**config.mk**
```make
export PLATFORM = sky130hd
export DESIGN_NAME = iu_sched
export DESIGN_NICKNAME = d
export VERILOG_FILES = /design/src/rtl/iu_sched.sv
export SDC_FILE = /design/constraint.sdc
export NUM_CORES = 1
export LEC_CHECK = 0
export BUFFER_PORTS_ARGS = -buffer_cell sky130_fd_sc_hd__buf_2
export CAP_MARGIN = 20
export CORE_AREA = 2 2 184 186
export DETAILED_ROUTE_END_ITERATION = 10
export DIE_AREA = 0 0 186 188
export GPL_ROUTABILITY_DRIVEN = 0
export GPL_TIMING_DRIVEN = 0
export PLACE_DENSITY_LB_ADDON = 0.12
export SKIP_LAST_GASP = 1
export SYNTH_ARGS = -nofsm -noshare
export SYNTH_HDL_FRONTEND = slang
export SYNTH_SLANG_ARGS = --single-unit
```
**constraint.sdc**
```tcl
create_clock -name clk -period 3.7 [get_ports clk]
set_clock_uncertainty 0.1 [all_clocks]
set_input_delay 0.74 -clock clk [delete_from_list [all_inputs] [get_ports clk]]
set_output_delay 0.74 -clock clk [all_outputs]
set_load 0.02 [all_outputs]
```
**src/rtl/iu_sched.sv**
```systemverilog
// iu_sched: shares one multi-cycle PC predictor among NREQ fetch requesters.
//
// Incoming requests are arbitrated (miss redirects first, then round-robin).
// The winner is sequenced through the predictor's ISSUE/WAIT phases, and the
// predicted PC is returned to it. If the predictor stays silent for TIMEOUT
// WAIT cycles, a fallback of pc+4 is returned with resp_err set.
//
// Ports:
//   clk, rst_n        clock, asynchronous active-low reset
//   req_valid/miss    per-requester request and mispredict-redirect flag
//   req_pc            packed per-requester PCs, slice i = [i*XLEN +: XLEN]
//   req_ready         one-hot grant, combinational in the accept cycle
//   resp_valid        one-hot one-cycle response strobe
//   resp_pc/resp_err  response payload, zero when no response is active
//   pr_start          one-cycle start pulse to the predictor
//   pr_miss/pc_curr   latched request, held from ISSUE through RESP
//   pr_pc_pre(_oe)    predictor result and its valid
module iu_sched #(
    parameter int unsigned NREQ    = 4,
    parameter int unsigned XLEN    = 64,
    parameter int unsigned TIMEOUT = 15
) (
    input  logic                 clk,
    input  logic                 rst_n,
    input  logic [NREQ-1:0]      req_valid,
    input  logic [NREQ-1:0]      req_miss,
    input  logic [NREQ*XLEN-1:0] req_pc,
    output logic [NREQ-1:0]      req_ready,
    output logic [NREQ-1:0]      resp_valid,
    output logic [XLEN-1:0]      resp_pc,
    output logic                 resp_err,
    output logic                 pr_start,
    output logic                 pr_miss,
    output logic [XLEN-1:0]      pr_pc_curr,
    input  logic [XLEN-1:0]      pr_pc_pre,
    input  logic                 pr_pc_pre_oe
);

    localparam int unsigned IW = (NREQ > 1) ? $clog2(NREQ) : 1;

    typedef enum logic [3:0] {
        IDLE  = 4'b0001,
        ISSUE = 4'b0010,
        WAIT  = 4'b0100,
        RESP  = 4'b1000
    } state_t;

    state_t          state, state_nx;
    logic [IW-1:0]   rr;
    logic [IW-1:0]   owner;
    logic [IW-1:0]   win;
    logic            win_found;
    logic [NREQ-1:0] cand;
    logic [XLEN-1:0] lat_pc;
    logic            lat_miss;
    logic [XLEN-1:0] res_pc;
    logic            res_err;
    logic [7:0]      cnt;
    logic            timeout_hit;

    assign timeout_hit = (cnt == 8'(TIMEOUT - 1));

    // Miss redirects form the candidate class whenever any is present;
    // the round-robin scan starts at rr and wraps modulo NREQ.
    always_comb begin
        int unsigned idx;
        idx       = 0;
        cand      = (|(req_valid & req_miss)) ? (req_valid & req_miss) : req_valid;
        win       = '0;
        win_found = 1'b0;
        for (int unsigned k = 0; k < NREQ; k++) begin
            idx = (32'(rr) + k) % NREQ;
            if (!win_found && cand[idx]) begin
                win       = IW'(idx);
                win_found = 1'b1;
            end
        end
    end

    always_comb begin
        state_nx = state;
        case (state)
            IDLE:    if (win_found) state_nx = ISSUE;
            ISSUE:   state_nx = WAIT;
            WAIT:    if (pr_pc_pre_oe || timeout_hit) state_nx = RESP;
            RESP:    state_nx = IDLE;
            default: state_nx = IDLE;
        endcase
    end

    always_ff @(posedge clk or negedge rst_n) begin
        if (!rst_n) state <= IDLE;
        else        state <= state_nx;
    end

    always_ff @(posedge clk or negedge rst_n) begin
        if (!rst_n) begin
            rr       <= '0;
            owner    <= '0;
            lat_pc   <= '0;
            lat_miss <= 1'b0;
            res_pc   <= '0;
            res_err  <= 1'b0;
            cnt      <= '0;
        end else begin
            case (state)
                IDLE: begin
                    if (win_found) begin
                        owner    <= win;
                        lat_pc   <= req_pc[32'(win)*XLEN +: XLEN];
                        lat_miss <= req_miss[win];
                    end
                end
                ISSUE: cnt <= '0;
                WAIT: begin
                    cnt <= cnt + 8'd1;
                    // A result arriving on the timeout cycle takes precedence.
                    if (pr_pc_pre_oe) begin
                        res_pc  <= pr_pc_pre;
                        res_err <= 1'b0;
                    end else if (timeout_hit) begin
                        res_pc  <= lat_pc + XLEN'(4);
                        res_err <= 1'b1;
                    end
                end
                RESP: begin
                    if (owner == IW'(NREQ - 1)) rr <= '0;
                    else                        rr <= owner + IW'(1);
                end
                default: ;
            endcase
        end
    end

    // req_ready is gated by rst_n: a grant shown while reset holds the
    // flops would be silently lost.
    always_comb begin
        req_ready  = '0;
        resp_valid = '0;
        if (state == IDLE && win_found && rst_n) req_ready[win] = 1'b1;
        if (state == RESP) resp_valid[owner] = 1'b1;
    end

    assign resp_pc    = (state == RESP) ? res_pc : '0;
    assign resp_err   = (state == RESP) ? res_err : 1'b0;
    assign pr_start   = (state == ISSUE);
    assign pr_miss    = (state != IDLE) ? lat_miss : 1'b0;
    assign pr_pc_curr = (state != IDLE) ? lat_pc : '0;

endmodule

```
==> metrics.log <==
[metrics] antenna-violating nets left: 0
[metrics] CP max FO: 10
[metrics] sequential area share after synthesis: 33.9%
[metrics] antenna violations before repair: 5
[metrics] wirelength, routed: 42400 um
[metrics] Remaining Overflow, GRT: 0
[metrics] clock transition at the register clock pins on the worst setup and hold paths after CTS: 0.06 ns
[metrics] TritonCTS clock tree: yes
[metrics] maximum clock frequency: 0.276 GHz
[metrics] Worst VDD drop: 0.000312 V
[metrics] highest-count cells in the layout ignoring fill and taps: buf_2, mux2i_1, dfrtp_1, nand2_1, and2_1
[metrics] fraction of the core area covered by cells at the end of the flow: 43.5%
[metrics] kind of cell with the highest combined delay on the critical path: compound AO/OA/AOI/OAI gates
[metrics] power share of the sequential group: 28.8%
[metrics] Initial Utilization: 32.6%
[metrics] design internal power: 6.09 mW
[metrics] clock tree sinks: 146
[metrics] placeable core region: 33100 um2
[metrics] cell-by-cell listing of the critical path: buf_2 > buf_6 > a22o_4 > a21oi_2 > nand3_1 > o21a_1 > a2111oi_2 > buf_6 > buf_8 > and4_1 > buf_2
[metrics] Clock Latency Late Sink: 0.43 ns
[metrics] Slew Viols, Final: 0
[metrics] die boundary width: 186 um
[metrics] kind of start point of the critical path: input pin
[metrics] mean number of vias per cell: 4.97
[metrics] busiest metal layer after global routing: met2
[metrics] number of enable flip-flop cells after synthesis: 0
[metrics] Req. time, crit path: 2.86 ns
[metrics] total vias in the final route: 10400
[metrics] clock period minus final worst setup slack: 3.62 ns
[metrics] number of rows in the core area: 67
[metrics] total buffers and inverters traversed by the critical path: 5
[metrics] via count of the first global-routing pass: 10300
[metrics] total power per unit cell area: 757 nW/um2
[metrics] final setup violation count: 0
[metrics] final hold slack: 0.167 ns
[metrics] Residual DRC: 0
[metrics] number of placed I/O pins: 470
[metrics] count of mapped cells out of synthesis: 1146
[metrics] reported leakage power: 7.25 nW
[metrics] number of port buffers: 465
[metrics] number of buffers created by CTS: 17
[metrics] Overall Power: 10.9 mW
[metrics] worst min-delay path class: input pin to async pin
[metrics] most used flip-flop cell after synthesis: dfrtp_1
[metrics] delay of the slowest cell on the worst path: 0.36 ns
[metrics] Slowest cell on crit path: a2111oi_2
[metrics] maximum count of clock buffers along a single path: 2
[metrics] fin nets: 1973
[metrics] synthesized area per cell: 9.42 um2
[metrics] final hold viol count: 0
[metrics] global-route wire length before repair: 62900 um
[metrics] Final Instance Area: 14400 um2
[metrics] die area: 35000 um2
[metrics] pin count of the biggest net entering global routing: 82
[metrics] final clock period utilization by the worst path: 97.9%
[metrics] final HPWL from detailed placement: 33200 um
[metrics] met3 demand-to-capacity share in global routing: 5.20%
[metrics] Area growth, synth to finish: 33.3%
[metrics] standard cell area after detailed placement: 13700 um2
[metrics] post-detailed-route wirelength per cell: 20.2 um
[metrics] Slew HR: 42.0%
[metrics] element type at the critical path end: primary output
[metrics] met2 routing resource usage after global routing: 42.2%
[metrics] part of the power in combinational logic: 55.2%
[metrics] Yosys Warn Count: 0
[metrics] overall fraction of global-route tracks in use: 24.0%
[metrics] path type of the worst setup path: input pin to primary output
[metrics] run status: finished clean
[metrics] Root Driver: clkbuf_16
[metrics] chip height: 188 um
[metrics] layout filler cell count: 3400
[metrics] most common cell after layout, fill and taps aside: buf_2
[metrics] Pre-Repair DR Iteration Count: 5
[metrics] part of the total power dissipated in the clock network: 16.0%
[metrics] count of max-cap constraint violations: 0
[metrics] data arrival at the endpoint of the critical path: 2.78 ns
[metrics] switching power share of the total: 44.1%
[metrics] proportion of synthesized flip-flops having asynchronous set or reset: 100%
[metrics] net switching power: 4.80 mW
[metrics] Seq cells post-synth: 146
[metrics] post-synthesis net count: 1484
[metrics] number of different library cells in the post-synthesis netlist: 67
[metrics] fraction of layout cells with a size suffix above 1: 38.1%
[metrics] number of levels the H-tree was split into: 4
[metrics] global-route track usage on met1: 30.2%
[metrics] actual transition at the worst max-transition pin: 0.870 ns
[metrics] Post-Synthesis Cell Area: 10800 um2
[metrics] drt initial violations: 438
cells by family after synthesis:
| family | share of synthesized area (%) |
|---|---|
| buffers and inverters | 5.48 |
| adders and majority gates | 0.811 |
| muxes | 25.8 |
| AOI/OAI and AO/OA | 9.20 |
| DFF | 33.9 |
| xor gates and xnor gates | 4.79 |
| and+or+nand+nor | 20.1 |
power by group through the flow:
stage / Combinational, mW / Sequential [mW] / Clock (mW)
2_1_floorplan: 4.31 / 2.89 / 0
3_3_place_gp: 5.99 / 3.13 / 0
3_5_place_dp: 6.03 / 3.17 / 0
4_1_cts: 6.09 / 3.14 / 1.78
5_1_grt: 6.54 / 3.28 / 1.84
6_report: 6.01 / 3.14 / 1.74
metrics by stage:
step / setup WS [ns] / setup TNS [ns] / cells
3_5_place_dp: -0.488 / -3.48 / 2061
6_report: 0.0762 / 0 / 2097
3_3_place_gp: -1.56 / -139.72 / 2059
2_1_floorplan: 0.0275 / 0 / 1146
5_1_grt: -0.00187 / -0.00187 / 2095
4_1_cts: 0.0836 / 0 / 2095
what timing repair did:
item	CTS	global route
pin swaps	1	0
resized for setup	8	4
setup buffers	5	0
cloned	0	0
hold buffers	0	0
setup endpoints to repair	32	4
synth_stat cells, types with 5 or more instances:
| cell type | count | area, um2 |
|---|---|---|
| and2_1 | 73 | 457 |
| nand2_1 | 80 | 300 |
| nor3b_1 | 5 | 37.5 |
| buf_2 | 14 | 70.1 |
| and3_1 | 21 | 131 |
| mux2i_1 | 204 | 2040 |
| dfrtp_1 | 145 | 3630 |
| mux2_2 | 65 | 732 |
| or3_1 | 9 | 56.3 |
| buf_12 | 6 | 120 |
| nor3_1 | 14 | 70.1 |
| nor2_1 | 67 | 251 |
| o211ai_1 | 10 | 75.1 |
| xnor2_1 | 27 | 236 |
| nand4_1 | 13 | 81.3 |
| buf_6 | 12 | 135 |
| clkbuf_1 | 46 | 173 |
| nor2b_1 | 59 | 369 |
| o21ai_0 | 64 | 320 |
| nand3_1 | 32 | 160 |
| a21oi_1 | 37 | 185 |
| ha_1 | 7 | 87.6 |
| a31oi_1 | 5 | 31.3 |
| o22ai_1 | 16 | 100 |
| inv_1 | 16 | 60.1 |
| xor2_1 | 32 | 280 |
path summary, 6_finish.rpt:
check	startpoint	endpoint	slack, ns	cells past startpoint
hold / removal	rst_n	lat_pc[2]$_DFFE_PN0P_	0.17	1
min in group clk	res_pc[37]$_DFFE_PN0P_	res_pc[37]$_DFFE_PN0P_	0.38	2
hold reg to reg	res_pc[37]$_DFFE_PN0P_	res_pc[37]$_DFFE_PN0P_	0.38	2
setup / recovery	req_miss[0]	req_ready[3]	0.08	11
max in group asynchronous	rst_n	res_pc[34]$_DFFE_PN0P_	2.49	2
setup reg to reg	lat_pc[3]$_DFFE_PN0P_	res_pc[56]$_DFFE_PN0P_	0.26	9
area by class of cell:
| type | instances | area (um2) | share of cell area [%] |
|---|---|---|---|
| antenna | 2 | 5.00 | 0.0348 |
| sequential | 146 | 3660 | 25.4 |
| tap | 448 | 561 | 3.90 |
| multi-input combinational | 901 | 6580 | 45.7 |
| clock inverter | 13 | 136 | 0.948 |
| inverter | 18 | 67.6 | 0.470 |
| buffer | 79 | 536 | 3.72 |
| timing repair buffer | 472 | 2410 | 16.7 |
| clock buffer | 18 | 439 | 3.05 |
sequential cells by signal (all words and copies together), names as in the netlist:
| signal | count |
|---|---|
| lat_pc | 64 |
| cnt | 8 |
| state | 4 |
| rr | 2 |
| lat_miss | 1 |
| owner | 2 |
| res_pc | 64 |
| res_err | 1 |
layer usage:
layer  wire, um  up-vias
li1           -     5023
met1      18000     4982
met2      21100      364
met3       2650       39
met4        559        8
met5         52        -
Note: power is estimated with default switching activity, not from simulation.
